[config.mk]
export PLATFORM = sky130hd
export DESIGN_NAME = irq_priority_encoder
export DESIGN_NICKNAME = d
export VERILOG_FILES = /design/src/rtl/irq_priority_encoder_pkg.sv /design/src/rtl/irq_priority_encoder_prio.sv /design/src/rtl/irq_priority_encoder.sv
export SDC_FILE = /design/constraint.sdc
export NUM_CORES = 1
export LEC_CHECK = 0
export ABC_CLOCK_PERIOD_IN_PS = 3100
export BUFFER_PORTS_ARGS = -buffer_cell sky130_fd_sc_hd__buf_2
export CAP_MARGIN = 20
export CORE_ASPECT_RATIO = 1.75
export CORE_MARGIN = 4
export CORE_UTILIZATION = 41
export CTS_CLUSTER_DIAMETER = 50
export CTS_CLUSTER_SIZE = 40
export DETAILED_ROUTE_END_ITERATION = 10
export GPL_ROUTABILITY_DRIVEN = 1
export PLACE_DENSITY = 0.69
export REMOVE_ABC_BUFFERS = 1
export SKIP_CTS_REPAIR_TIMING = 1
export SYNTH_ARGS = -nofsm -noshare
export SYNTH_HDL_FRONTEND = slang
export SYNTH_SLANG_ARGS = --single-unit
[constraint.sdc]
create_clock -name clk -period 3.1 [get_ports clk]
set_input_delay 0.31 -clock clk [delete_from_list [all_inputs] [get_ports clk]]
set_output_delay 0.31 -clock clk [all_outputs]
set_load 0.1 [all_outputs]
[src/rtl/irq_priority_encoder_pkg.sv]
// Shared definitions for the interrupt priority encoder slice.
// Contents:
//   irq_state_t        - grant FSM states (IDLE / GRANT / SERVICE)
//   IRQ_N_DEFAULT      - default number of request lines
//   IRQ_IDX_W_DEFAULT  - default index width, log2 of the line count
package irq_priority_encoder_pkg;

  localparam int unsigned IRQ_N_DEFAULT     = 8;
  localparam int unsigned IRQ_IDX_W_DEFAULT = 3;

  typedef enum logic [1:0] {
    ST_IDLE    = 2'd0,
    ST_GRANT   = 2'd1,
    ST_SERVICE = 2'd2
  } irq_state_t;

endpackage

[src/rtl/irq_priority_encoder_prio.sv]
// priority_encoder: combinational N -> IDX_W encoder. The lowest set index wins.
// This block is reusable anywhere in the datapath.
// Ports:
//   vec  [N]     - input vector
//   idx  [IDX_W] - index of the lowest set bit (0 when vec is empty)
//   any          - high when any bit of vec is set
module priority_encoder #(
  parameter int unsigned N     = 8,
  parameter int unsigned IDX_W = 3
) (
  input  logic [N-1:0]     vec,
  output logic [IDX_W-1:0] idx,
  output logic             any
);

  always_comb begin
    idx = '0;
    any = 1'b0;
    for (int unsigned i = 0; i < N; i++) begin
      if (vec[i] && !any) begin
        idx = i[IDX_W-1:0];
        any = 1'b1;
      end
    end
  end

endmodule

[src/rtl/irq_priority_encoder.sv]
// irq_priority_encoder: registered interrupt priority encoder that uses a
// request/ack/done handshake toward the CPU control unit.
// Ports:
//   clk, rst        - clock and synchronous active-high reset
//   en              - global enable. It gates new grants only.
//   req     [N]     - level request lines. Bit 0 has the highest priority.
//   mask_we, mask_d - mask register write (1 = masked)
//   ack             - control unit accepts the presented grant
//   done            - control unit has finished servicing
//   valid           - idx holds an unacknowledged grant
//   idx     [IDX_W] - granted request index. It holds its value when idle.
//   busy            - grant acknowledged and service in progress
//   pending [N]     - pending event register
module irq_priority_encoder
  import irq_priority_encoder_pkg::*;
#(
  parameter int unsigned N     = IRQ_N_DEFAULT,
  parameter int unsigned IDX_W = IRQ_IDX_W_DEFAULT
) (
  input  logic             clk,
  input  logic             rst,
  input  logic             en,
  input  logic [N-1:0]     req,
  input  logic             mask_we,
  input  logic [N-1:0]     mask_d,
  input  logic             ack,
  input  logic             done,
  output logic             valid,
  output logic [IDX_W-1:0] idx,
  output logic             busy,
  output logic [N-1:0]     pending
);

  irq_state_t       state_q, state_d;
  logic [N-1:0]     req_q;
  logic [N-1:0]     mask_q;
  logic [N-1:0]     eligible;
  logic [N-1:0]     set_vec;
  logic [N-1:0]     clr_vec;
  logic [IDX_W-1:0] enc_idx;
  logic             enc_any;
  logic [IDX_W-1:0] idx_d;

  assign set_vec  = req & ~req_q;
  assign eligible = pending & ~mask_q;

  priority_encoder #(
    .N     (N),
    .IDX_W (IDX_W)
  ) u_prio (
    .vec (eligible),
    .idx (enc_idx),
    .any (enc_any)
  );

  always_comb begin
    state_d = state_q;
    idx_d   = idx;
    clr_vec = '0;
    unique case (state_q)
      ST_IDLE: begin
        if (en && enc_any) begin
          idx_d   = enc_idx;
          state_d = ST_GRANT;
        end
      end
      ST_GRANT: begin
        // ack takes priority: a simultaneous done is dropped here.
        if (ack) begin
          clr_vec[idx] = 1'b1;
          state_d      = ST_SERVICE;
        end
      end
      ST_SERVICE: begin
        if (done) state_d = ST_IDLE;
      end
      default: state_d = ST_IDLE;
    endcase
  end

  always_ff @(posedge clk) begin
    if (rst) begin
      state_q <= ST_IDLE;
      idx     <= '0;
      req_q   <= '0;
      mask_q  <= '0;
      pending <= '0;
    end else begin
      state_q <= state_d;
      idx     <= idx_d;
      req_q   <= req;
      if (mask_we) mask_q <= mask_d;
      // A new edge on the bit being acknowledged survives the clear.
      pending <= (pending & ~clr_vec) | set_vec;
    end
  end

  assign valid = (state_q == ST_GRANT);
  assign busy  = (state_q == ST_SERVICE);

endmodule

Yosys cells after proc, flatten, opt, wreduce, memory -nomap -nowiden
Cells that the tools add are included.

Bits in registers: 29. Bits of input ports: 22. Output and inout bits: 13. Logic and storage cells: 61.

Magnitude comparators: 2. Equality and inequality tests: 5. Mux-type cells: 23. Bitwise gates (word level): 7. Reduce and logical (&&, ||, !) cells: 19.

Operators with widths (count): 8-bit AND (3); 8-bit NOT (3); 8-bit two-way mux (2); 3-bit two-way mux (4); 1-bit two-way mux (10); 2-bit two-way mux (5); 1-bit logical AND (9); 8-bit bitwise OR (1); 1-bit zero test (7); 2-bit != test, second input constant (3); 2-bit case mux with 3 select lines (1); 3-bit by 4-bit less-than comparator with 1-bit output, second input constant (1); 1-bit demux with 3-bit select (1); 3-bit by 1-bit greater-or-equal comparator with 1-bit output, second input constant (1); 3-bit AND reduction (1); 2-bit by 1-bit == test with 1-bit output, second input constant (1); 2-bit == test, second input constant (1); 2-bit zero test (1); 2-bit AND reduction (1).

Depth between registers and ports, before layout
Depth in word-level cells: 27. Gate-level depth with buffers: 4. Mapped depth without buffers: 4.

By module
A second synthesis with hierarchy kept.

Cells, all modules: 123. Area, all modules: 1178.6 um^2.

Modules (own cells, without submodules): irq_priority_encoder (times used 1, cells each 109, area each 1096.1 um^2, sequential area each 580.6 um^2); priority_encoder (times used 1, cells each 14, area each 82.6 um^2, sequential area each 0.0 um^2).

Least setup slack after synthesis
OpenSTA, ideal clock, no wires.

Path type: register to register. Start: register state_q[0]. End: register pending[1]. Library setup time: 132 ps. Arrival time: 2439 ps. Data required time: 2968 ps. Setup slack: 529 ps. Cell stages (with the launch flop): 5. Path buffers: 0. Clock period less this slack: 2571 ps. Path through: dfxtp_1 -> nor2b_1 -> nand3_1 -> o31ai_1 -> a21oi_1.

Word-level cells in the longest chain between the ends: 5.

Ends and longest elaborated chain: from (decl) (RTL line irq_priority_encoder.sv:34) `irq_state_t state_q, state_d;`; from (signal assigned) (RTL line irq_priority_encoder.sv:89) `state_q <= state_d;`; 2-bit by 1-bit == test with 1-bit output; net valid (RTL line irq_priority_encoder.sv:28) `output logic valid,`; 8-bit two-way mux (RTL line irq_priority_encoder.sv:60) `unique case (state_q)`; 8-bit NOT (RTL line irq_priority_encoder.sv:94) `pending <= (pending & ~clr_vec) | set_vec;`; 8-bit AND (RTL line irq_priority_encoder.sv:94); 8-bit bitwise OR (RTL line irq_priority_encoder.sv:94); to (signal assigned) (RTL line irq_priority_encoder.sv:94); to (decl) (RTL line irq_priority_encoder.sv:31) `output logic [N-1:0] pending`.

The timed path passes the listed nets, and every way through them passes these cells. A chain may end at the register's enable or synchronous reset.

Worst setup path in the final report
Start: register state_q[0]. End: output port valid.

Word-level cells in the longest chain between the ends: 1.

Ends and longest elaborated chain: 2-bit by 1-bit == test with 1-bit output (RTL line irq_priority_encoder.sv:98) `assign valid = (state_q == ST_GRANT);`; to (decl) (RTL line irq_priority_encoder.sv:28).

Every way passes these cells.

==> metrics.md <==
| Metric | Value |
|---|---|
| Outcome | complete, no violations |
| Sequential share of power | 0.443 |
| Synth area leader | dfxtp_1 |
| Clock sink total | 29 |
| Combinational share of power | 0.237 |
| Clock skew | 0.006007 ns |
| Drt pass-1 iters | 4 |
| Mapped cell area | 1184 µm² |
| GRT Total Usage | 0.1476 |
| Share of the synthesized area in the top cell type | 0.4905 |
| Row count | 25 |
| Crit path cell chain | nor2b_1 > buf_2 |
| Core ar. | 2721 µm² |
| Max IR drop VDD | 0.4430 mV |
| Die span in x | 48.62 µm |
| Hold Path Class | in -> reg |
| Synth Warn # | 0 |
| Most area-consuming cells after synthesis | dfxtp_1 (49%), mux2i_1 (7.6%), nor2b_1 (6.3%) |
| Mapped Cells | 120 |
| Register area share after synthesis | 0.4905 |
| Starting Density | 0.4349 |
| Worst-Margin Slew | 0.5133 ns |
| Initial antenna violation count | 0 |
| Final min period | roughly 1.7 ns |
| Max Cap Viol | 0 |
| DRT Wirelength | 2518 µm |
| Hold path startpoint | req[1] |
| Final Max Slew Viols | 0 |
| Final setup fails | 0 |
| Sw Pwr | between 0.3 and 0.4 mW |
| Area grow syn2layout | 23.26% |
| Port Buf Inserts | 34 |
| Placed cell area | ~1400 µm² |
| Die Height | 79.08 µm |
| DP HPWL | 1920 µm |
| Final hold vios | 0 |
| Residual DRC | 0 |
| Vias in the first global route | 1032 |
| PwrDens | 652.2 nW/µm² |
| Critical Path AT | about 1.4 ns |
| N_diodes | 0 |
| Post-route antenna net violation count | 0 |
| Via count | 989 |
| RSZ-0062 raised after global routing | false |
| Switching Share | 0.3314 |
| Post-route clock period utilization | 0.5374 |
| DR WL/cell | approximately 14 µm |
| Die footprint | 3844 µm² |
| R2r startpoint | mask_q[5] |
| Rel. slew slack | 0.6578 |
| Vias per std cell | 5.375 |
| Initial DRC count | 19 |
| Pin count of the biggest net entering global routing | 30 |
| # IOs | 35 |
| Share of post-route cells with drive strength above 1 | 0.3185 |
| Netlist cell types | 24 |
| First-pass GRT wire length | 4416 µm |
| Syn_area_per_cell | 9.864 µm² |
| Post-route cell area | between 1000 and 1500 µm² |
| Most common cell after layout, fill and taps aside | buf_2 |
| Clock-pin slew on the worst setup and hold paths | 0.06 ns |
| Clock group share of total power | 0.321 |
| Grt total ovfl | 0 |
| Nets | 179 |
| Leak Pwr | 0.6563 nW |
| Crit Path Max Fanout | 5 |
| Worst Setup SP | state_q[0] |
| Bufs on Longest Clock Path | 2 |
| Worst path required time | 2.79 ns |
| Critical path's largest stage delay | around 0.46 ns |
| H-tree depth | 2 |
| Number of buffers created by CTS | 5 |
| Register bit total from synthesis | 29 |
| CTS root buffer | clkbuf_8 |
| Maximum clock rate | ~600 MHz |
| Worst setup SP type | register |
| Total negative slack | 0 ns |
| Kind of end point of the critical path | output port |
| CTS tree | yes |
| P_int | between 0.6 and 0.7 mW |
| Most frequent cells in the layout | buf_2 (34), dfxtp_1 (29), nor2b_1 (12) |
| Worst skew pair latency | roughly 0.28 ns |
| GPL Wtd Cong | 0.8420 |
| Worst Setup Path Type | reg -> out |
| Slowest stage cell, crit path | buf_2 |
registers in the layout, indices dropped and copies added, names as in the netlist:
register,flops
mask_q,8
pending,8
req_q,8
idx,3
state_q,2
worst max-delay path: cells and delay by family, from the launching register on:
family                 cells  cell delay, ns
buffers and inverters      1            0.46
DFF                        1            0.40
and+or+nand+nor            1            0.22
power groups by stage:
stage | registers [mW] | clock network, mW | logic (mW)
6_report | 0.421 | 0.305 | 0.225
2_1_floorplan | 0.517 | 0 | 0.0854
5_1_grt | 0.426 | 0.329 | 0.241
3_5_place_dp | 0.429 | 0 | 0.227
4_1_cts | 0.421 | 0.313 | 0.227
3_3_place_gp | 0.428 | 0 | 0.224
synth_stat cells:
cell / count
nor3b_2: 1
nand3b_1: 1
nand3_1: 1
o41ai_4: 1
nand2b_2: 1
a221oi_1: 4
or2_2: 1
nor2_1: 9
clkbuf_1: 4
nor2b_1: 12
o211ai_1: 1
a21oi_1: 9
mux2i_1: 9
o31ai_1: 2
inv_1: 5
a31o_2: 1
nand2_1: 6
and2b_2: 1
or2b_2: 1
nand2b_4: 2
dfxtp_1: 29
o21ai_0: 8
nand2b_1: 10
nand4_4: 1
final timing paths:
path / cells past startpoint / slack [ns] / end
max reg2reg: 4 / 1.71 / state_q[0]
min reg2reg: 2 / 0.48 / pending[3]
min: 2 / 0.26 / req_q[1]
max: 2 / 1.43 / valid
cell families (layout without fill, tap and decap cells):
| family | Yosys count | in the layout | share of synthesized area |
|---|---|---|---|
| and+or+nand+nor | 47 | 47 | 0.2537 |
| DFF | 29 | 29 | 0.4905 |
| AOI/OAI and AO/OA | 26 | 26 | 0.1512 |
| muxes | 9 | 9 | 0.07611 |
| buffers and inverters | 9 | 46 | 0.02854 |
per-layer routing:
layer | routed length (µm) | share of wire | up-vias | GRT usage
met5 | 0 | 0 | - | 0
met4 | 64 | 0.025 | 0 | 0.08895
met3 | 145 | 0.058 | 5 | 0.04503
met2 | 1367 | 0.54 | 24 | 0.2657
met1 | 940 | 0.37 | 475 | 0.1429
li1 | - | - | 485 | -
cell type report:
class / count / area, µm²
inverters: 5 / 18.77
repair buffers: 34 / 170.2
multi-input cells: 82 / 569.3
well taps: 27 / 33.78
clock buffers: 7 / 86.33
flip-flops and latches: 29 / 580.6
fillers: 282 / 1262
per-stage QoR:
step                      setup WS (ns)  instances  total power [mW]  utilization  hold slack, ns
after CTS                         1.416        184            0.9610       0.5361          0.2575
final                             1.434        184            0.9515       0.5361          0.2577
after global placement            1.766        177            0.6515       0.5044          0.4681
after global routing              1.350        184            0.9962       0.5361          0.2590
after floorplan                  0.5367        116            0.6029            -          0.3791
after detailed placement          1.710        177            0.6560       0.5044          0.4754
Power figures use the tool's default switching activity.
